## config.mk

```make
export PLATFORM = sky130hd
export DESIGN_NAME = nonce_scheduler
export DESIGN_NICKNAME = d
export VERILOG_FILES = /design/src/rtl/miner_pkg.sv /design/src/rtl/miner_watchdog.sv /design/src/rtl/nonce_scheduler.sv
export SDC_FILE = /design/constraint.sdc
export NUM_CORES = 2
export LEC_CHECK = 0
export BUFFER_PORTS_ARGS = -buffer_cell sky130_fd_sc_hd__buf_2
export CAP_MARGIN = 20
export CELL_PAD_IN_SITES_DETAIL_PLACEMENT = 0
export CELL_PAD_IN_SITES_GLOBAL_PLACEMENT = 1
export CORE_MARGIN = 3
export CORE_UTILIZATION = 36
export CTS_CLUSTER_SIZE = 40
export DETAILED_ROUTE_END_ITERATION = 8
export GPL_ROUTABILITY_DRIVEN = 0
export GPL_TIMING_DRIVEN = 0
export PLACE_DENSITY = 0.82
export SKIP_LAST_GASP = 1
export SLEW_MARGIN = 5
export SYNTH_ARGS = -nofsm -noshare
export SYNTH_HDL_FRONTEND = slang
export SYNTH_SLANG_ARGS = --single-unit
```

## constraint.sdc

```tcl
create_clock -name clk -period 2.91 [get_ports clk]
set_input_delay 0.291 -clock clk [delete_from_list [all_inputs] [get_ports clk]]
set_output_delay 0.291 -clock clk [all_outputs]
set_load 0.1 [all_outputs]
```

## src/rtl/miner_pkg.sv

```systemverilog
// Shared types and constants for the nonce scheduler and its watchdog.
package miner_pkg;

  localparam int NONCE_W_DEFAULT = 32;
  localparam int HASH_W_DEFAULT  = 256;

  typedef enum logic [2:0] {
    S_IDLE,
    S_ISSUE,
    S_WAIT,
    S_COMPARE,
    S_DRAIN,
    S_FOUND,
    S_EXHAUSTED,
    S_TIMEOUT
  } sched_state_t;

  localparam logic [2:0] STAT_IDLE      = 3'd0;
  localparam logic [2:0] STAT_BUSY      = 3'd1;
  localparam logic [2:0] STAT_EXHAUSTED = 3'd2;
  localparam logic [2:0] STAT_FOUND     = 3'd3;
  localparam logic [2:0] STAT_TIMEOUT   = 3'd4;

endpackage

```

## src/rtl/miner_watchdog.sv

```systemverilog
// Clear/enable cycle counter; tc flags the enabled cycle whose count step reaches TIMEOUT-1.
module miner_watchdog #(
  parameter int TIMEOUT = 1024
) (
  input  logic clk,
  input  logic rst,
  input  logic clear,
  input  logic en,
  output logic tc
);

  localparam int W = (TIMEOUT > 2) ? $clog2(TIMEOUT) : 1;

  logic [W-1:0] cnt;

  assign tc = en && (cnt == W'(TIMEOUT - 2));

  always_ff @(posedge clk) begin
    if (rst || clear) begin
      cnt <= '0;
    end else if (en && !tc) begin
      cnt <= cnt + W'(1);
    end
  end

endmodule

```

## src/rtl/nonce_scheduler.sv

```systemverilog
// Walks a nonce range through one shared SHA core, stopping on hit, range end, core timeout or abort.
module nonce_scheduler
  import miner_pkg::*;
#(
  parameter int NONCE_W = NONCE_W_DEFAULT,
  parameter int HASH_W  = HASH_W_DEFAULT,
  parameter int TIMEOUT = 1024
) (
  input  logic               clk,
  input  logic               rst,
  input  logic               start,
  input  logic               abort,
  input  logic [HASH_W-1:0]  target,
  input  logic [NONCE_W-1:0] nonce_base,
  input  logic [NONCE_W-1:0] nonce_limit,
  output logic               sha_start,
  output logic [NONCE_W-1:0] sha_nonce,
  input  logic               sha_done,
  input  logic [HASH_W-1:0]  sha_hash,
  output logic [2:0]         status,
  output logic [NONCE_W-1:0] found_nonce,
  output logic [31:0]        hash_count
);

  // Core handshake: sha_start is a one-cycle request with sha_nonce held until the
  // matching one-cycle sha_done; exactly one request is outstanding at a time.
  sched_state_t        state;
  logic [HASH_W-1:0]   target_reg;
  logic [HASH_W-1:0]   hash_reg;
  logic [NONCE_W-1:0]  limit_reg;
  logic [NONCE_W-1:0]  nonce;
  logic                wd_tc;

  miner_watchdog #(.TIMEOUT(TIMEOUT)) u_watchdog (
    .clk   (clk),
    .rst   (rst),
    .clear (state == S_ISSUE),
    .en    ((state == S_WAIT) || (state == S_DRAIN)),
    .tc    (wd_tc)
  );

  always_ff @(posedge clk) begin
    if (rst) begin
      state       <= S_IDLE;
      target_reg  <= '0;
      hash_reg    <= '0;
      limit_reg   <= '0;
      nonce       <= '0;
      sha_start   <= 1'b0;
      sha_nonce   <= '0;
      status      <= STAT_IDLE;
      found_nonce <= '0;
      hash_count  <= '0;
    end else begin
      sha_start <= 1'b0;
      case (state)
        S_IDLE, S_FOUND, S_EXHAUSTED, S_TIMEOUT: begin
          if (abort) begin
            state  <= S_IDLE;
            status <= STAT_IDLE;
          end else if (start) begin
            target_reg <= target;
            limit_reg  <= nonce_limit;
            nonce      <= nonce_base;
            hash_count <= '0;
            if (nonce_base > nonce_limit) begin
              state  <= S_EXHAUSTED;
              status <= STAT_EXHAUSTED;
            end else begin
              state     <= S_ISSUE;
              status    <= STAT_BUSY;
              sha_start <= 1'b1;
              sha_nonce <= nonce_base;
            end
          end
        end
        S_ISSUE: begin
          if (abort) begin
            state  <= S_IDLE;
            status <= STAT_IDLE;
          end else begin
            state <= S_WAIT;
          end
        end
        S_WAIT: begin
          if (abort) begin
            // A result arriving with the abort is simply dropped; otherwise drain the core.
            state  <= sha_done ? S_IDLE : S_DRAIN;
            status <= sha_done ? STAT_IDLE : STAT_BUSY;
          end else if (sha_done) begin
            hash_reg <= sha_hash;
            if (hash_count != '1) hash_count <= hash_count + 32'd1;
            state <= S_COMPARE;
          end else if (wd_tc) begin
            state  <= S_TIMEOUT;
            status <= STAT_TIMEOUT;
          end
        end
        S_COMPARE: begin
          if (abort) begin
            state  <= S_IDLE;
            status <= STAT_IDLE;
          end else if (hash_reg < target_reg) begin
            found_nonce <= nonce;
            state       <= S_FOUND;
            status      <= STAT_FOUND;
          end else if (nonce == limit_reg) begin
            state  <= S_EXHAUSTED;
            status <= STAT_EXHAUSTED;
          end else begin
            nonce     <= nonce + NONCE_W'(1);
            sha_nonce <= nonce + NONCE_W'(1);
            sha_start <= 1'b1;
            state     <= S_ISSUE;
          end
        end
        S_DRAIN: begin
          if (sha_done) begin
            state  <= S_IDLE;
            status <= STAT_IDLE;
          end else if (wd_tc) begin
            state  <= S_TIMEOUT;
            status <= STAT_TIMEOUT;
          end
        end
        default: begin
          state  <= S_IDLE;
          status <= STAT_IDLE;
        end
      endcase
    end
  end

endmodule

```

==> flow_summary.json <==
{
  "cpMaxStageDelayCell": "or4_4",
  "r2r_start": "hash_reg[114]$_SDFFE_PP0P_",
  "drt_wl_total_mm": 128.9,
  "fp.dieW_um": 309.0,
  "setup_violations": 487,
  "ys_types": 63,
  "routed_via_density": 5.012,
  "grt_max_degree": 14,
  "cp_max_fo": 10,
  "powerDensity_mw_per_mm2": 583.2,
  "placedCellCount": 6122,
  "avgRoutedWirePerCell_um": 18.73,
  "final_net_count": 6478,
  "first_pass_iters": 9,
  "fin_util_pct": 52.79,
  "gr-total-overflow": 0,
  "status": "finished with violations",
  "num_io_pins": 681,
  "clock_sinks": 689,
  "async_reset_ff_share_pct": 0,
  "path_cells": "ha_4 -> and2_4 -> a221o_1 -> a221oi_2 -> o41ai_2 -> or4_4 -> a221oi_4 -> buf_12 -> nand2_4 -> o211ai_4 -> buf_12 -> buf_6 -> mux2_1",
  "min_path_type": "in2reg",
  "min_path_cells": 3,
  "core_mm2": 0.09056,
  "clock_path_buffers": 3,
  "fmax_mhz": 276.0,
  "antenna_found_initial": 38,
  "ys_ff_latch": 689,
  "grt_usage_pct": 25.64,
  "io_buffers": 678,
  "drive_gt1_share_pct": 18.97,
  "tns_ns": -121.19,
  "synth_area_mm2": 0.03306,
  "crit_path_start_kind": "flop",
  "finalCriticalPeriod_ns": 3.624,
  "max_slew_margin_pct": 29.66,
  "clock_latency_ns": 0.61,
  "start_util_pct": 36.50,
  "cp.arrival_ns": 4.11,
  "grt_pass1_vias": 34280,
  "ant_nets": 0,
  "r2r_slack_ns": -0.71,
  "reg2reg_depth": 13,
  "grt_first_pass_wirelength_mm": 190.6,
  "r2r_end": "sha_nonce[11]$_SDFFE_PP0P_",
  "final_max_slew_viol_count": 0,
  "hp-start": "sha_hash[90]",
  "p_leak_uw": 0.01958,
  "num_rows": 110,
  "whs_endpoint": "hash_reg[90]$_SDFFE_PP0P_",
  "setup_ws_ns": -0.7135,
  "cts_tree": "yes",
  "cts_made_buffers": 80,
  "rsz0062_at_grt": "yes",
  "ys.flop_type": "dfxtp_1",
  "avgSynthCellArea_um2": 7.751,
  "cts-root-buf": "clkbuf_16",
  "syn-num-nets": 5137,
  "ys_seq_area_share_pct": 41.72,
  "stdcell_count": 6882,
  "skew_ns": 0.02132,
  "via_count": 34493,
  "area_growth_pct": 44.60,
  "cap_viol_max_count": 0,
  "ys_warn_count": 0,
  "period_share_pct": 124.5,
  "design_area_mm2": 0.04780,
  "post_dp_cell_area_mm2": 0.03821,
  "cp-end-kind": "flop",
  "violations": "setup timing",
  "slowest_delay_ns": 0.58,
  "die_area_mm2": 0.09550,
  "path_class": "reg2reg",
  "whs_ns": 0.04907,
  "synth_edf_count": 0,
  "hpwl_mm": 95.76,
  "dr.first_iter.drc_count": 2242,
  "fillers": 8534,
  "cp.required_ns": 3.40,
  "die_h_um": 309.0,
  "tightest_slew_ns": 1.055,
  "ir_worst_vdd_v": 0.0004477,
  "drc_errors": 0,
  "cp_common_cell": "buf_12",
  "hold_viol": 0,
  "clk_pin_slew_worst_paths_ns": 0.06,
  "synthCells": 4265,
  "cts_max_level": 3
}
## per-stage QoR
step	power [µW]	setup WS, ns
after floorplan	14180	-0.2158
after global placement	16130	-2.274
after detailed placement	16210	-2.024
after CTS	27480	-0.7145
after global routing	29150	-0.8043
final	27880	-0.7135
## synth_stat cells, types with 6 or more instances
library cell,n,area share [%]
nor2_1,136,1.5
inv_1,310,3.5
a311oi_1,9,0.24
and4_1,12,0.32
buf_2,7,0.11
a21o_1,26,0.59
nor3_1,25,0.38
a221oi_1,11,0.29
mux2i_1,22,0.67
nand4_1,58,1.1
or3_1,11,0.21
nor4_1,26,0.49
nand2b_1,31,0.59
o211ai_1,6,0.14
o21ai_0,97,1.5
and3_1,12,0.23
nand2_1,1195,14
ha_1,291,11
a21oi_1,673,10
mux2_2,14,0.48
dfxtp_1,689,42
xor2_1,70,1.9
o21a_1,9,0.20
and2_1,6,0.11
nand3_1,83,1.3
a211o_1,9,0.24
a211oi_1,32,0.73
nor2b_1,54,1.0
mux2_1,29,0.99
clkbuf_1,227,2.6
a31oi_1,7,0.13
xnor2_1,26,0.69
## cell type report
class | count | area [µm²] | area share [%]
antenna | 39 | 97.59 | 0.2042
buffer | 244 | 1091 | 2.282
clock buffer | 111 | 2331 | 4.876
clock inverter | 32 | 347.8 | 0.7276
inverter | 310 | 1164 | 2.434
multi-input combinational | 3022 | 18130 | 37.93
sequential | 689 | 13870 | 29.01
tap | 1176 | 1471 | 3.078
timing repair buffer | 1259 | 9298 | 19.45
## report_power, final
group          internal [µW]  switching (µW)  total, µW
clock                   6070            4160      10200
sequential             10100             450      10500
combinational           2940            4190       7140
## metal layers
layer  vias up  part of all wire, %  track usage [%]
li1      16928                    -                -
met2      1240                   47            43.95
met1     15949                   41            30.85
met5         -                0.010                0
met3       374                  6.5            5.107
met4         2                  4.9            12.04
## cell usage in the layout, fill, tap and decap left out, drive strengths merged, types with 22 or more instances in the layout
cell / n
a21oi: 673
ha: 291
nor3: 25
buf: 734
clkbuf: 337
o21ai: 98
nor4: 28
nor2b: 54
dfxtp: 689
nand4: 58
a211oi: 32
inv: 315
a21o: 26
nand2b: 31
nor2: 136
diode: 39
nand3: 83
mux2: 43
xor2: 70
nand2: 1196
dlygate4sd3: 542
xnor2: 26
mux2i: 22
## worst max-delay path, delay by kind of cell (launching register included)
family / cells / cell delay [ns]
buffers and inverters: 3 / 0.48
adder cells (fa/ha/maj): 1 / 0.22
AND/OR/NAND/NOR: 3 / 0.78
AO/OA/AOI/OAI: 5 / 1.28
flip-flops: 1 / 0.39
multiplexers: 1 / 0.33
## how the worst max path moves through the flow
stage                                       from                          end  slack, ns  depth (start not counted)
global route        target_reg[120]$_SDFFE_PP0P_   sha_nonce[24]$_SDFFE_PP0P_      -0.80                         16
finish                hash_reg[114]$_SDFFE_PP0P_   sha_nonce[11]$_SDFFE_PP0P_      -0.71                         13
floorplan           target_reg[113]$_SDFFE_PP0P_   sha_nonce[11]$_SDFFE_PP0P_      -0.22                         12
CTS                        state[1]$_SDFFE_PP0N_  target_reg[97]$_SDFFE_PP0P_      -0.71                         10
global placement    target_reg[231]$_SDFFE_PP0P_   sha_nonce[27]$_SDFFE_PP0P_      -2.27                         13
detailed placement  target_reg[127]$_SDFFE_PP0P_       nonce[13]$_SDFFE_PP0P_      -2.02                         13
## kinds of logic (layout without fill, tap and decap cells)
| logic type | count (synthesis) | count (layout) | synth area share, % |
|---|---|---|---|
| and+or+nand+nor | 1661 | 1661 | 21.11 |
| xor gates and xnor gates | 96 | 96 | 2.543 |
| AOI/OAI and AO/OA | 909 | 909 | 15.07 |
| muxes | 65 | 65 | 2.131 |
| buffers and inverters | 554 | 1956 | 6.408 |
| other | 0 | 39 | 0 |
| DFF | 689 | 689 | 41.72 |
| adders and majority gates | 291 | 291 | 11.01 |
## what timing repair did
item | CTS | global route
pin swaps | 17 | 53
resized for setup | 55 | 202
endpoints found under the hold margin | 542 | 0
cloned | 1 | 4
setup buffers | 17 | 16
hold buffers | 542 | 0
endpoints found under the setup margin | 662 | 678
Power figures use the tool's default switching activity.
